## config.mk

```make
export PLATFORM = sky130hd
export DESIGN_NAME = fnd_entry_ctrl
export DESIGN_NICKNAME = d
export VERILOG_FILES = /design/src/rtl/doorlock_pkg.sv /design/src/rtl/fnd_blink_timer.sv /design/src/rtl/fnd_entry_ctrl.sv
export SDC_FILE = /design/constraint.sdc
export NUM_CORES = 1
export LEC_CHECK = 0
export CAP_MARGIN = 5
export CELL_PAD_IN_SITES_DETAIL_PLACEMENT = 1
export CELL_PAD_IN_SITES_GLOBAL_PLACEMENT = 1
export CORE_ASPECT_RATIO = 0.8
export CORE_MARGIN = 2
export CORE_UTILIZATION = 41
export CTS_BUF_LIST = sky130_fd_sc_hd__clkbuf_16
export CTS_CLUSTER_DIAMETER = 50
export CTS_CLUSTER_SIZE = 16
export DETAILED_ROUTE_END_ITERATION = 10
export PLACE_DENSITY_LB_ADDON = 0.2
export SLEW_MARGIN = 20
export SYNTH_ARGS = -nofsm -noshare
export SYNTH_HDL_FRONTEND = slang
export SYNTH_HIERARCHICAL = 1
export SYNTH_SLANG_ARGS = --single-unit
```

## constraint.sdc

```tcl
create_clock -name clk -period 3.49 [get_ports clk]
set_input_delay 0.698 -clock clk [delete_from_list [all_inputs] [get_ports clk]]
set_output_delay 0.698 -clock clk [all_outputs]
set_load 0.005 [all_outputs]
```

## src/rtl/doorlock_pkg.sv

```systemverilog
// Shared definitions for the doorlock display/entry path: controller state
// encoding and the special 4-bit digit codes understood by the segment decoders.
package doorlock_pkg;

  typedef enum logic [2:0] {
    ST_IDLE  = 3'd0,
    ST_ENTRY = 3'd1,
    ST_WAIT  = 3'd2,
    ST_OK    = 3'd3,
    ST_ERR   = 3'd4
  } state_t;

  localparam logic [3:0] BLANK_CODE = 4'hF;
  localparam logic [3:0] ZERO_CODE  = 4'h0;
  localparam logic [3:0] DIGIT_MAX  = 4'd9;

endpackage

```

## src/rtl/fnd_blink_timer.sv

```systemverilog
// Terminal-count counter with a phase bit that toggles each time the count
// wraps; the caller selects the terminal value per state and clears on entry.
module fnd_blink_timer #(
  parameter int MAX_CNT = 100000000,
  parameter int CW      = $clog2(MAX_CNT)
) (
  input  logic          clk,
  input  logic          rst_n,
  input  logic          i_clr,
  input  logic [CW-1:0] i_last,
  output logic          o_tc,
  output logic          o_phase
);

  logic [CW-1:0] r_cnt;
  logic          r_phase;
  logic          w_tc;

  assign w_tc    = (r_cnt == i_last);
  assign o_tc    = w_tc;
  assign o_phase = r_phase;

  always_ff @(posedge clk or negedge rst_n) begin
    if (!rst_n) begin
      r_cnt   <= '0;
      r_phase <= 1'b0;
    end else if (i_clr) begin
      r_cnt   <= '0;
      r_phase <= 1'b0;
    end else if (w_tc) begin
      r_cnt   <= '0;
      r_phase <= ~r_phase;
    end else begin
      r_cnt   <= r_cnt + 1'b1;
    end
  end

endmodule

```

## src/rtl/fnd_entry_ctrl.sv

```systemverilog
// Keypad entry buffer and 7-segment digit sequencer for the doorlock: collects
// the code, submits it to the checker and shows the OK / error result patterns.
module fnd_entry_ctrl import doorlock_pkg::*; #(
  parameter int DIGITS         = 4,
  parameter int BLINK_HALF     = 25000000,
  parameter int ERR_BLINKS     = 3,
  parameter int OK_HOLD        = 100000000,
  parameter int RESULT_TIMEOUT = 50000000
) (
  input  logic                clk,
  input  logic                rst_n,
  input  logic                key_valid,
  input  logic [3:0]          key_digit,
  input  logic                key_clear,
  input  logic                key_enter,
  input  logic                result_ok,
  input  logic                result_err,
  output logic [4*DIGITS-1:0] pw_out,
  output logic                pw_valid,
  output logic [4*DIGITS-1:0] digit_code,
  output logic [2:0]          entry_count,
  output logic                busy
);

  localparam int W      = 4 * DIGITS;
  localparam int HALVES = 2 * ERR_BLINKS;
  localparam int HW     = $clog2(HALVES + 1);
  localparam int MAX_AB = (BLINK_HALF > OK_HOLD) ? BLINK_HALF : OK_HOLD;
  localparam int MAXC   = (MAX_AB > RESULT_TIMEOUT) ? MAX_AB : RESULT_TIMEOUT;
  localparam int CW     = $clog2(MAXC);
  localparam logic [CW-1:0] LAST_BLINK = CW'(BLINK_HALF - 1);
  localparam logic [CW-1:0] LAST_OK    = CW'(OK_HOLD - 1);
  localparam logic [CW-1:0] LAST_WAIT  = CW'(RESULT_TIMEOUT - 1);
  localparam logic [W-1:0]  BLANK_ALL  = {DIGITS{BLANK_CODE}};
  localparam logic [W-1:0]  ZERO_ALL   = {DIGITS{ZERO_CODE}};

  state_t          r_state, w_state_nxt;
  logic [W-1:0]    r_buf, w_buf_nxt;
  logic [W-1:0]    r_pw, w_pw_nxt;
  logic [W-1:0]    r_dc, w_dc_nxt;
  logic [2:0]      r_cnt, w_cnt_nxt;
  logic [HW-1:0]   r_half, w_half_nxt;
  logic            r_pv, w_pv_nxt;
  logic            r_busy;
  logic [CW-1:0]   w_last;
  logic            w_tc, w_phase, w_clr, w_phase_nxt, w_key_ok;

  assign w_key_ok = key_valid && (key_digit <= DIGIT_MAX);

  always_comb begin
    w_state_nxt = r_state;
    w_buf_nxt   = r_buf;
    w_cnt_nxt   = r_cnt;
    w_pw_nxt    = r_pw;
    w_pv_nxt    = 1'b0;
    w_half_nxt  = r_half;
    unique case (r_state)
      ST_IDLE: begin
        if (w_key_ok) begin
          w_buf_nxt   = {r_buf[W-5:0], key_digit};
          w_cnt_nxt   = 3'd1;
          w_state_nxt = ST_ENTRY;
        end
      end
      ST_ENTRY: begin
        // clear beats enter beats a new digit when they coincide
        if (key_clear) begin
          w_buf_nxt   = BLANK_ALL;
          w_cnt_nxt   = 3'd0;
          w_state_nxt = ST_IDLE;
        end else if (key_enter) begin
          if (r_cnt == 3'(DIGITS)) begin
            w_pw_nxt    = r_buf;
            w_pv_nxt    = 1'b1;
            w_state_nxt = ST_WAIT;
          end else begin
            w_state_nxt = ST_ERR;
          end
        end else if (w_key_ok && (r_cnt < 3'(DIGITS))) begin
          w_buf_nxt = {r_buf[W-5:0], key_digit};
          w_cnt_nxt = r_cnt + 3'd1;
        end
      end
      ST_WAIT: begin
        if (result_err)     w_state_nxt = ST_ERR;
        else if (result_ok) w_state_nxt = ST_OK;
        else if (w_tc)      w_state_nxt = ST_ERR;
      end
      ST_OK: begin
        if (w_tc) begin
          w_buf_nxt   = BLANK_ALL;
          w_cnt_nxt   = 3'd0;
          w_state_nxt = ST_IDLE;
        end
      end
      ST_ERR: begin
        if (w_tc) begin
          if (r_half == HW'(HALVES - 1)) begin
            w_buf_nxt   = BLANK_ALL;
            w_cnt_nxt   = 3'd0;
            w_state_nxt = ST_IDLE;
          end else begin
            w_half_nxt = r_half + 1'b1;
          end
        end
      end
      default: w_state_nxt = ST_IDLE;
    endcase
    if (w_state_nxt != r_state) w_half_nxt = '0;
  end

  always_comb begin
    w_last = LAST_BLINK;
    case (r_state)
      ST_WAIT: w_last = LAST_WAIT;
      ST_OK:   w_last = LAST_OK;
      default: w_last = LAST_BLINK;
    endcase
  end

  // Timer restarts on every state change and idles while keys are being collected
  assign w_clr = (w_state_nxt != r_state) || (r_state == ST_IDLE) || (r_state == ST_ENTRY);
  assign w_phase_nxt = w_clr ? 1'b0 : (w_tc ? ~w_phase : w_phase);

  fnd_blink_timer #(
    .MAX_CNT (MAXC),
    .CW      (CW)
  ) u_timer (
    .clk     (clk),
    .rst_n   (rst_n),
    .i_clr   (w_clr),
    .i_last  (w_last),
    .o_tc    (w_tc),
    .o_phase (w_phase)
  );

  // Display is registered from next-state values so it moves with the state
  always_comb begin
    w_dc_nxt = BLANK_ALL;
    case (w_state_nxt)
      ST_ENTRY, ST_WAIT: w_dc_nxt = w_buf_nxt;
      ST_OK:             w_dc_nxt = ZERO_ALL;
      ST_ERR:            w_dc_nxt = w_phase_nxt ? w_buf_nxt : BLANK_ALL;
      default:           w_dc_nxt = BLANK_ALL;
    endcase
  end

  always_ff @(posedge clk or negedge rst_n) begin
    if (!rst_n) begin
      r_state <= ST_IDLE;
      r_buf   <= BLANK_ALL;
      r_cnt   <= 3'd0;
      r_half  <= '0;
      r_pw    <= '0;
      r_pv    <= 1'b0;
      r_dc    <= BLANK_ALL;
      r_busy  <= 1'b0;
    end else begin
      r_state <= w_state_nxt;
      r_buf   <= w_buf_nxt;
      r_cnt   <= w_cnt_nxt;
      r_half  <= w_half_nxt;
      r_pw    <= w_pw_nxt;
      r_pv    <= w_pv_nxt;
      r_dc    <= w_dc_nxt;
      r_busy  <= (w_state_nxt == ST_WAIT) || (w_state_nxt == ST_OK) || (w_state_nxt == ST_ERR);
    end
  end

  assign pw_out      = r_pw;
  assign pw_valid    = r_pv;
  assign digit_code  = r_dc;
  assign entry_count = r_cnt;
  assign busy        = r_busy;

endmodule

```

== Word level (Yosys, flattened, before mapping) ==
Cells that the tools add are included.
Word-level totals
  flip-flop bits (word level): 87
  bits of input ports: 11
  output and inout port bits: 37
  word-level logic and storage cells: 92
Cells by class
  $add $sub $neg: 3
  order comparisons: 2
  eq/ne operators: 19
  multiplexer cells: 42
  bitwise logic cells: 2
  reductions and logical operators: 14
Operators with widths (number)
  16-bit two-way mux: 8
  16-bit case mux with 4 select lines: 1
  3-bit two-way mux: 21
  27-bit two-way mux: 2
  27-bit case mux with 2 select lines: 1
  16-bit case mux with 3 select lines: 1
  27-bit by 1-bit adder with 27-bit output, second input constant: 1
  27-bit == test: 1
  3-bit case mux with 5 select lines: 1
  3-bit by 2-bit == test with 1-bit output, second input constant: 4
  3-bit == test, second input constant: 4
  3-bit case mux with 4 select lines: 1
  7-bit AND reduction: 1
  3-bit by 1-bit adder with 3-bit output, second input constant: 2
  3-bit by 1-bit == test with 1-bit output, second input constant: 2
  1-bit two-way mux: 6
  2-bit by 1-bit inequality test with 1-bit output, second input constant: 3
  3-bit inequality test, second input constant: 2
  4-bit <= comparator, second input constant: 1
  1-bit logical OR: 4
  2-bit inequality test, second input constant: 2
  4-bit AND reduction: 1
  2-bit nonzero test: 2
  4-bit nonzero test: 1
  other kinds (7): 9

== Depth between registers and ports, before layout ==
Gate-level depths: netlist (run 1).
  depth after elaboration: 13
  mapped depth: 17
  depth with buffers taken out: 14

== Hierarchy ==
The synthesis (run 1) kept the hierarchy.
By module, submodules not included
  fnd_entry_ctrl: instances 1, cells each 249, area an instance 2796.4 um^2, sequential area each 1516.5 um^2
  fnd_blink_timer: instances 1, cells each 174, area an instance 1709.1 um^2, sequential area each 700.7 um^2

== Worst setup path before layout (run 1) ==
No wires, ideal clock.
  path kind: register -> register
  from: register r_state[2]
  to: register u_timer.r_cnt[14]
  setup time: 71 ps
  arrival time: 3505 ps
  data required time: 3419 ps
  setup slack: -87 ps
  cell stages (with the launch flop): 18
  path buffers: 3
  clock period less this slack: 3577 ps
  path through: dfrtp_1 > nor2b_2 > nand2_1 > inv_1 > xor2_1 > nor4_1 > nand4_1 > nor2_1 > clkbuf_1 > nand2b_1 > a21oi_1 > buf_2 > nor3_2 > o2111ai_4 > or2_2 > o21bai_4 > buf_6 > nor2_1
Between the ends
  cells in the longest elaborated chain, start to end: 11
  elaborated cells between the ends (all ways): 22
  those cells by class: eq/ne: 6; mux: 13; reduce/logical: 3
RTL lines
  start, declared: line fnd_entry_ctrl.sv:37  | state_t r_state, w_state_nxt;
  start signal, assigned: line fnd_entry_ctrl.sv:159  | r_state <= w_state_nxt;
  3-bit by 2-bit == test with 1-bit output: line fnd_entry_ctrl.sv:114  | case (r_state)
  27-bit case mux with 2 select lines *: line fnd_entry_ctrl.sv:114
  via w_last[15]: line fnd_entry_ctrl.sv:45  | logic [CW-1:0] w_last;
  27-bit == test *: line fnd_blink_timer.sv:19  | assign w_tc = (r_cnt == i_last);
  via w_tc: line fnd_entry_ctrl.sv:46  | logic w_tc, w_phase, w_clr, w_phase_nxt, w_key_ok;
  3-bit two-way mux: line fnd_entry_ctrl.sv:87  | else if (w_tc) w_state_nxt = ST_ERR;
  3-bit two-way mux: line fnd_entry_ctrl.sv:86  | else if (result_ok) w_state_nxt = ST_OK;
  3-bit two-way mux: line fnd_entry_ctrl.sv:85  | if (result_err) w_state_nxt = ST_ERR;
  3-bit case mux with 5 select lines *: line fnd_entry_ctrl.sv:57  | unique case (r_state)
  3-bit inequality test *: line fnd_entry_ctrl.sv:122  | assign w_clr = (w_state_nxt != r_state) || (r_state == ST_IDLE) || (r_state == ST_ENTRY);
  1-bit logical OR * (2 in series): line fnd_entry_ctrl.sv:122
  via w_clr: line fnd_entry_ctrl.sv:46
  27-bit two-way mux *: line fnd_blink_timer.sv:27  | end else if (i_clr) begin
  end signal, assigned: line fnd_blink_timer.sv:34  | r_cnt <= r_cnt + 1'b1;
  end, declared: line fnd_blink_timer.sv:15  | logic [CW-1:0] r_cnt;
The timed path passes the listed nets; every way through them passes the cells marked *.
A chain may end at the register's enable or synchronous reset.

== Final worst setup path (run 1) ==
  from: register r_state[1]
  to: register u_timer.r_cnt[24]
Same word-level chain as after synthesis.

==> impl_metrics.yaml, run 1 <==
floorplanning:
  core_area_mm2: 0.0108
  num_rows: 34
  start_util_pct: 41.7
  ios: 48
  dieWidth_um: 121
  chipHeight_um: 97.8
  die_area_mm2: 0.0118
worst_setup_path:
  arrival_ns: 3.48
  startpoint_type: "flop"
  critPathMaxFanout: 14
  criticalPathCategory: "reg -> reg"
  end_kind: "flop"
  required_ns: 3.75
layout:
  multi_input_area_mm2: 0.00221
  antenna_cells: 0
  finalInstanceArea_mm2: 0.00558
  area_delta_synth_final_pct: 23.9
  layout.cells.non_filler: 643
  layout-drive-gt1-share_pct: 19.8
  ff_latch_area_mm2: 0.00222
  final_util_pct: 51.7
  fillers: 1213
  final_nets: 510
synth:
  synth_top_area_share_pct: 30.5
  synth.yosys.warnings: 6
  syn_inst: 423
  synthArstFlopShare_pct: 100
  synth_seq_area_share_pct: 49.2
  synth_area_mm2: 0.00451
  synth_top_area_cell: "dfrtp_1"
  yosysMostFrequentCell: "dfrtp_1"
  synth_edf_count: 0
  synthTopCellsByArea: "dfrtp_1 (31%), dfstp_2 (19%), xor2_1 (8.7%)"
  syn_area_per_cell_um2: 10.7
  synth_cell_type_count: 60
  synth_common_cells: "dfrtp_1 (55), xor2_1 (45), nor2_1 (41)"
  synthFlopType: "dfrtp_1"
  ys_ff_latch: 87
timing:
  tightest_slew_ns: 0.703
  post-route-period-util_pct: 92.1
  final-max-slew-violation-count: 0
  max_freq_ghz: 0.311
  fin_ws_ns: 0.276
  hold_violations: 0
  setup_violations: 0
  finalSetupTns_ns: 0
  holdWs_ns: 0.411
  max-slew-margin-rel_pct: 53.1
  skew_ns: 0.0105
  min_period_ns: 3.21
placement:
  gp_congestion: 0.812
  placed_cell_area_mm2: 0.00522
  dp_hpwl_um: 7870
  place_inst: 624
  dp_worst_setup_slack_ns: 0.125
  io_buffers: 47
power_and_ir_drop:
  leakagePower_nw: 2.51
  peakVddDrop_mv: 0.290
  pwr_density_cell_mw_per_mm2: 603
  finalPower_mw: 3.37
global_routing:
  grt_max_degree: 53
  grt_pass1_wl_um: 19100
  grt_overflow_total: 0
  grt_pass1_vias: 3575
  track_usage_pct: 20.7
  antenna_found_initial: 0
detailed_routing:
  vias: 3318
  wire_per_inst_um: 17.8
  routed_wl_um: 11400
  dr.pass1.iters: 4
  ant_nets: 0
  vias_per_cell: 5.16
  drc_errors: 0
  drtIter0Drc: 211
min_path:
  min_path_type: "in -> async"
cts:
  cts.sinks: 87
  cts_hold_buf: 0
  clock_latency_ns: 0.34
  clkTransAtPathRegs_ns: 0.06
  clockBufferDepth: 2
  htreeDepth: 3
  clock-root-buffer: "clkbuf_16"
  cts_tree: "yes"
  numCtsBuffers: 9
job:
  drv_cap: 0
outcome:
  status: "completed"
[area by class of cell]
type / count / share of cell area (%)
Inverter: 15 / 1.01
Clock inverter: 7 / 1.73
Multi-Input combinational cell: 319 / 39.7
Clock buffer: 9 / 4.03
Tap cell: 144 / 3.23
Sequential cell: 87 / 39.7
Timing Repair Buffer: 62 / 10.6
[critical path, stage by stage, from the launching register on]
cell       delay [ns]
dfrtp_1          0.37
nor2b_2          0.18
nand2_1          0.14
inv_1            0.10
xor2_1           0.16
nor4_1           0.31
nand3_1          0.20
nor2_1           0.17
nand2b_1         0.12
a21oi_1          0.14
nor3_2           0.25
o2111ai_4        0.18
or2_2            0.37
o21bai_4         0.28
a21oi_1          0.17
[power breakdown]
part           switching [mW]  internal [mW]  leakage (nW)
Clock                   0.404          0.630         0.157
Combinational           0.501          0.427          1.25
Sequential              0.117           1.29          1.10
[layer usage]
metal	up-vias	share of wire (%)	GRT usage (%)
met5	-	0	0
met4	0	0.91	4.69
met3	11	3.7	4.56
met2	54	47	32.2
met1	1678	48	29.9
li1	1575	-	-
[cell usage in the layout (no fill, tap or decap), types with 3 or more instances in the layout]
master,count
a21oi_1,12
and3_1,6
buf_4,15
clkbuf_16,9
clkdlybuf4s50_1,46
conb_1,14
dfrtp_1,55
dfstp_2,32
ha_1,5
inv_1,14
mux2_1,9
mux2_2,9
mux2i_1,13
nand2_1,35
nand2b_1,5
nand3_1,13
nand4_1,10
nand4_2,3
nor2_1,41
nor2b_1,17
nor4_1,6
o211ai_1,4
o21ai_0,6
o21ai_1,16
or2_2,4
xnor2_1,8
xor2_1,45
[cell families (layout without fill, tap and decap cells)]
logic type / after synthesis / after routing / synth area share (%)
compound gates: 50 / 51 / 7.64
mux: 31 / 31 / 7.39
flops: 87 / 87 / 49.2
simple gates: 165 / 165 / 20.7
fa+ha+maj: 5 / 5 / 1.39
buf+inv: 30 / 93 / 3.25
other cells: 2 / 14 / 0.167
xor+xnor: 53 / 53 / 10.3
[sequential cells by signal (all words and copies together), names as in the netlist]
name and cells:
busy 1, pw_out 16, u_timer/r_cnt 27, entry_count 3, r_half 3, digit_code 16, u_timer/o_phase 1, r_buf 16
r_state 3, pw_valid 1
[timing repair]
| item | in CTS | in global routing |
|---|---|---|
| gates resized for setup | 0 | 3 |
| setup endpoints to repair | 0 | 40 |
| setup buffers | 0 | 2 |
[final timing paths]
kind                                  from           endpoint  slack [ns]  cells after the start
max in group asynchronous            rst_n           r_buf[1]        2.35                      2
worst max register to register  r_state[1]  u_timer/r_cnt[24]        0.28                     14
worst max-delay path            r_state[1]  u_timer/r_cnt[24]        0.28                     14
min in group clk                pw_out[14]         pw_out[14]        0.50                      1
worst min register to register  pw_out[14]         pw_out[14]        0.50                      1
worst min-delay path                 rst_n  u_timer/r_cnt[19]        0.41                      1
Note: power is estimated with default switching activity, not from simulation.
==> run 2: changes to the inputs <==
ABC_CLOCK_PERIOD_IN_PS = 3490   (was default)
CORE_MARGIN = 4   (was 2)
RECOVER_POWER = 50   (was default)
==> run 2 against run 1 <==
Net effect: the run now ends with max-capacitance violations, max-slew violations left; die area is 7.5% higher; power fell by 2.1%; global-route usage is 1.5 points lower; sequential power about the same; critical path depth did not move; cell count down 0.62%; final area is 0.78% lower; largest cell class unchanged; largest power group unchanged; highest routed layer unchanged.
==> impl_metrics.yaml, run 2 (synthesis gave the netlist of run 1 again) <==
layout:
  layout_common_cells: "dfrtp_1 (55), xor2_1 (45), nor2_1 (41), nand2_1 (35), dfstp_2 (32)"
  area_delta_synth_final_pct: 22.9
  top_register: "u_timer/r_cnt"
  layout_commonest_cell: "dfrtp_1"
  layout.cells.non_filler: 639
  largest_register_ffs: 27
  final_nets: 510
  finalInstanceArea_mm2: 0.00554
  layout-drive-gt1-share_pct: 20.4
  antenna_cells: 0
min_path:
  hold_end: "pw_out[13]"
  min_path_type: "reg -> reg"
  hp-start: "pw_out[13]"
  holdPathStages: 1
worst_setup_path:
  r2r-end: "u_timer/r_cnt[22]"
  reg2reg_from: "r_state[1]"
  critPathMaxFanout: 14
  startpoint_type: "flop"
  reg2reg_slack_ns: 0.23
  arrival_ns: 3.53
  required_ns: 3.76
  end_kind: "flop"
  reg2reg_depth: 14
  criticalPathCategory: "reg -> reg"
cts:
  clkTransAtPathRegs_ns: 0.07
  cts_hold_buf: 0
  cts_tree: "yes"
  cts.sinks: 87
  clock_latency_ns: 0.35
  clockBufferDepth: 2
  htreeDepth: 3
  numCtsBuffers: 9
  clock-root-buffer: "clkbuf_16"
power_and_ir_drop:
  leakagePower_nw: 2.55
  peakVddDrop_mv: 0.332
  pwr_density_cell_mw_per_mm2: 595
global_routing:
  antenna_found_initial: 0
  grt_pass1_vias: 3525
  track_usage_pct: 19.2
  grt_max_degree: 58
  grt_pass1_wl_um: 19100
  grt_overflow_total: 0
timing:
  min_period_ns: 3.26
  hold_violations: 0
  setup_violations: 0
  max-slew-margin-rel_pct: -1.91
  post-route-period-util_pct: 93.4
  finalSetupTns_ns: 0
  skew_ns: 0.00726
  tightest_slew_ns: 1.53
  max_freq_ghz: 0.307
  final-max-slew-violation-count: 32
  rsz0062_at_grt: "no"
detailed_routing:
  vias_per_cell: 5.20
  wire_per_inst_um: 18.0
  routed_wl_um: 11500
  ant_nets: 0
  dr.pass1.iters: 4
  vias: 3324
  drc_errors: 0
  drtIter0Drc: 157
placement:
  placed_cell_area_mm2: 0.00521
  io_buffers: 47
  gp_congestion: 0.843
  place_inst: 620
  dp_hpwl_um: 8210
floorplanning:
  core_area_mm2: 0.0105
  ios: 48
  num_rows: 33
  start_util_pct: 43.0
  dieWidth_um: 125
  die_area_mm2: 0.0127
  chipHeight_um: 102
outcome:
  failed_checks: "max-capacitance violations, max-slew violations"
  status: "finished, violations left"
job:
  drv_cap: 1
-- run 2: cell type report --
| cell class | instances | area (um2) |
|---|---|---|
| Clock buffer | 9 | 225 |
| Fill cell | 1178 | 4950 |
| Multi-Input combinational cell | 319 | 2220 |
| Tap cell | 140 | 175 |
| Inverter | 15 | 56.3 |
| Timing Repair Buffer | 62 | 574 |
| Sequential cell | 87 | 2220 |
| Clock inverter | 7 | 73.8 |
-- run 2: layer usage --
metal / global-route usage (%) / share of wire, % / vias up / routed length (um)
met3: 4.32 / 2.9 / 14 / 336
li1: - / - / 1573 / -
met4: 5.42 / 1.3 / 0 / 148
met2: 30.8 / 46 / 47 / 5350
met5: 0 / 0 / - / 0
met1: 26.5 / 49 / 1690 / 5700
-- run 2: through the flow --
stage / power, mW / hold WS, ns / worst slack, ns / util (%)
floorplan: 1.95 / 0.402 / 0.0157 / -
global placement: 2.33 / 0.473 / 0.289 / 49.7
detailed placement: 2.36 / 0.482 / 0.0883 / 49.7
CTS: 3.35 / 0.435 / 0.0423 / 52.7
global route: 3.49 / 0.503 / 0.00809 / 52.8
finish: 3.30 / 0.484 / 0.231 / 52.8
-- run 2: report_power, final --
group | internal [mW] | leakage, nW | total (mW) | switching (mW)
Clock | 0.506 | 0.147 | 0.956 | 0.450
Combinational | 0.424 | 1.30 | 0.931 | 0.507
Sequential | 1.29 | 1.10 | 1.41 | 0.121
Total | 2.22 | 2.55 | 3.30 | 1.08
-- run 2: how the worst max path moves through the flow --
stage | startpoint | cells after the start | slack, ns | endpoint
after CTS | r_state[1] | 14 | 0.04 | u_timer/r_cnt[8]
final | r_state[1] | 14 | 0.23 | u_timer/r_cnt[22]
after floorplan | r_state[2] | 17 | 0.02 | u_timer/r_cnt[14]
after global routing | r_state[1] | 14 | 0.008 | u_timer/r_cnt[22]
after detailed placement | r_state[1] | 14 | 0.09 | u_timer/r_cnt[22]
after global placement | r_state[1] | 14 | 0.29 | u_timer/r_cnt[22]
-- run 2: timing repair --
item,in CTS,in global routing
setup endpoints to repair,2,28
hold endpoints to repair,0,0
resized for setup,0,6
buffers inserted,1,1
pin swaps,1,2
gates cloned,1,0
-- run 2: critical path: stages (launching register included) --
cell	delay, ns
dfrtp_1	0.39
nor2b_2	0.19
nand2_1	0.15
inv_1	0.10
xor2_1	0.18
nor4_2	0.33
nand3_2	0.18
nor2_1	0.16
nand2b_1	0.14
a21oi_1	0.13
nor3_2	0.21
o2111ai_4	0.18
or2_2	0.37
o21bai_4	0.29
a21oi_1	0.17
==> run 3: changes to the inputs <==
ABC_CLOCK_PERIOD_IN_PS = 3600   (was 3490)
CORE_UTILIZATION = 45   (was 41)
GPL_TIMING_DRIVEN = 0   (was default)
HOLD_SLACK_MARGIN = 0.06   (was default)
clock period = 3.6 ns   (was 3.49 ns; I/O delays follow)
==> run 3 against run 2 <==
Net effect: the run still ends with max-capacitance violations, max-slew violations left; first-iteration DRC count is 46% higher; clock-buffer cell count stayed put; critical endpoint is now u_timer/r_cnt[23]; sequential share of layout area is 1.0 points lower; power is 0.59% higher; final area is 2.7% higher; largest power group unchanged; cell count is 1.6% higher.
==> impl_metrics.yaml, run 3 (synthesis gave the netlist of run 1 again) <==
floorplanning:
  die_area_mm2: 0.0117
  dieWidth_um: 120
  core_area_mm2: 0.00969
  ios: 48
  start_util_pct: 46.5
  chipHeight_um: 97.5
  num_rows: 32
layout:
  antenna_cells: 0
  layout_common_cells: "dfrtp_1 (53), xor2_1 (45), nor2_1 (40), nand2_1 (34), dfstp_2 (32)"
  area_delta_synth_final_pct: 26.3
  top_register: "u_timer/r_cnt"
  largest_register_ffs: 27
  finalInstanceArea_mm2: 0.00569
  layout_commonest_cell: "dfrtp_1"
  final_util_pct: 58.7
  layout-drive-gt1-share_pct: 23.0
  final_nets: 524
  fillers: 1076
global_routing:
  grt_pass1_wl_um: 19800
  grt_overflow_total: 0
  antenna_found_initial: 0
  grt_pass1_vias: 3702
  grt_max_degree: 60
  track_usage_pct: 21.5
timing:
  final-max-slew-violation-count: 29
  min_period_ns: 3.46
  setup_violations: 0
  post-route-period-util_pct: 96.1
  max_freq_ghz: 0.289
  skew_ns: 0.00819
  tightest_slew_ns: 1.82
  hold_violations: 0
  max-slew-margin-rel_pct: -21.6
job:
  drv_cap: 1
placement:
  dp_hpwl_um: 8330
  io_buffers: 47
  placed_cell_area_mm2: 0.00522
  gp_congestion: 0.861
detailed_routing:
  routed.top_layer: "met4"
  ant_nets: 0
  drtIter0Drc: 229
  met1_length_um: 5600
  routed_wl_um: 12300
  vias: 3450
  dr.pass1.iters: 4
  wl_met2_um: 6040
  dr_wl_met3_um: 451
  wire_per_inst_um: 19.0
  drc_errors: 0
  vias_per_cell: 5.32
min_path:
  hold_end: "pw_out[14]"
  hp-start: "pw_out[14]"
  min_path_type: "reg -> reg"
  holdPathStages: 1
cts:
  cts_tree: "yes"
  cts_hold_buf: 0
  clockBufferDepth: 2
  htreeDepth: 3
  numCtsBuffers: 9
  cts.sinks: 87
  clkTransAtPathRegs_ns: 0.07
  clock-root-buffer: "clkbuf_16"
  clock_latency_ns: 0.35
worst_setup_path:
  reg2reg_slack_ns: 0.14
  reg2reg_depth: 17
  cpPeakStageDelay_ns: 0.43
  crit_top_cell: "buf_4"
  path_cells: "nor2b_4, buf_4, inv_2, xor2_1, nor4_2, nand4_1, nor2_2, clkbuf_8, nand2b_1, a21oi_1, buf_4, nor3_4, o2111ai_4, or2_4, o21bai_4, buf_6, nor2_1"
  critPathMaxFanout: 10
  criticalPathCategory: "reg -> reg"
  r2r-end: "u_timer/r_cnt[23]"
  critPathBufInv: 5
  reg2reg_from: "r_state[2]"
  arrival_ns: 3.73
  startpoint_type: "flop"
  crit_slowest_cell: "dfrtp_2"
  end_kind: "flop"
  critical-path-top-delay-family: "simple AND/OR/NAND/NOR gates"
  required_ns: 3.87
power_and_ir_drop:
  pwr_density_cell_mw_per_mm2: 583
  finalPower_mw: 3.32
  peakVddDrop_mv: 0.410
  leakagePower_nw: 2.63
outcome:
  failed_checks: "max-capacitance violations, max-slew violations"
  status: "finished, violations left"
-- run 3: changes by cell type in the layout (fill, tap and decap cells not counted), sizes merged --
cell           previous run  this run
buf                      14        25
bufinv                    0         1
clkbuf                   11        15
clkdlybuf4s50            29        28
clkinv                    3         2
clkinvlp                  0         1
dlygate4sd3              17        18
inv                      19        18
o21bai                    2         1
-- run 3: per-layer routing --
metal	GRT usage (%)	vias to the layer above
met3	3.96	24
met2	35.2	74
met4	6.34	0
met1	29.2	1755
met5	0	-
li1	-	1597
-- run 3: what timing repair did --
item	4_1_cts	5_1_grt
setup endpoints to repair	69	43
resized for setup	16	4
pin swaps	4	6
buffers inserted	6	8
-- run 3: how the worst max path moves through the flow --
stage                              to  slack (ns)        from  cells past startpoint
floorplan           u_timer/r_cnt[14]        0.02  r_state[2]                     17
global placement           r_state[2]       -1.37       rst_n                      1
detailed placement  u_timer/r_cnt[13]       -0.95  r_state[2]                     16
CTS                 u_timer/r_cnt[13]        0.01  r_state[0]                     17
global route        u_timer/r_cnt[12]       -0.02  r_state[2]                     17
finish              u_timer/r_cnt[23]        0.14  r_state[2]                     17
-- run 3: metrics by stage --
stage	std cells	setup WS [ns]	hold WS (ns)	setup TNS, ns
global placement	618	-1.37	0.473	-120.26
detailed placement	619	-0.948	0.482	-41.94
CTS	641	0.00973	0.315	0
floorplan	435	0.0235	0.424	0
finish	649	0.140	0.487	0
global route	649	-0.0193	0.517	-0.0708
-- run 3: where the power goes --
group	internal [mW]	switching, mW
Sequential	1.25	0.127
Combinational	0.461	0.516
Clock	0.545	0.415
Total	2.26	1.06
-- run 3: layout make-up --
type / instances / area (um2) / share of cell area (%)
multi-input combinational: 318 / 2240 / 39.3
inverter: 15 / 56.3 / 0.990
buffer: 15 / 105 / 1.85
timing repair buffer: 62 / 597 / 10.5
sequential: 87 / 2220 / 39.0
clock buffer: 9 / 225 / 3.96
tap: 136 / 170 / 2.99
clock inverter: 7 / 77.6 / 1.36
-- run 3: worst reg2reg max path: stages (launching register included) --
cell and delay [ns]:
dfrtp_2 0.43, nor2b_4 0.19, buf_4 0.15, inv_2 0.05, xor2_1 0.19, nor4_2 0.20
nand4_1 0.20, nor2_2 0.20, clkbuf_8 0.19, nand2b_1 0.14, a21oi_1 0.11, buf_4 0.17
nor3_4 0.19, o2111ai_4 0.19, or2_4 0.29, o21bai_4 0.22, buf_6 0.17, nor2_1 0.11
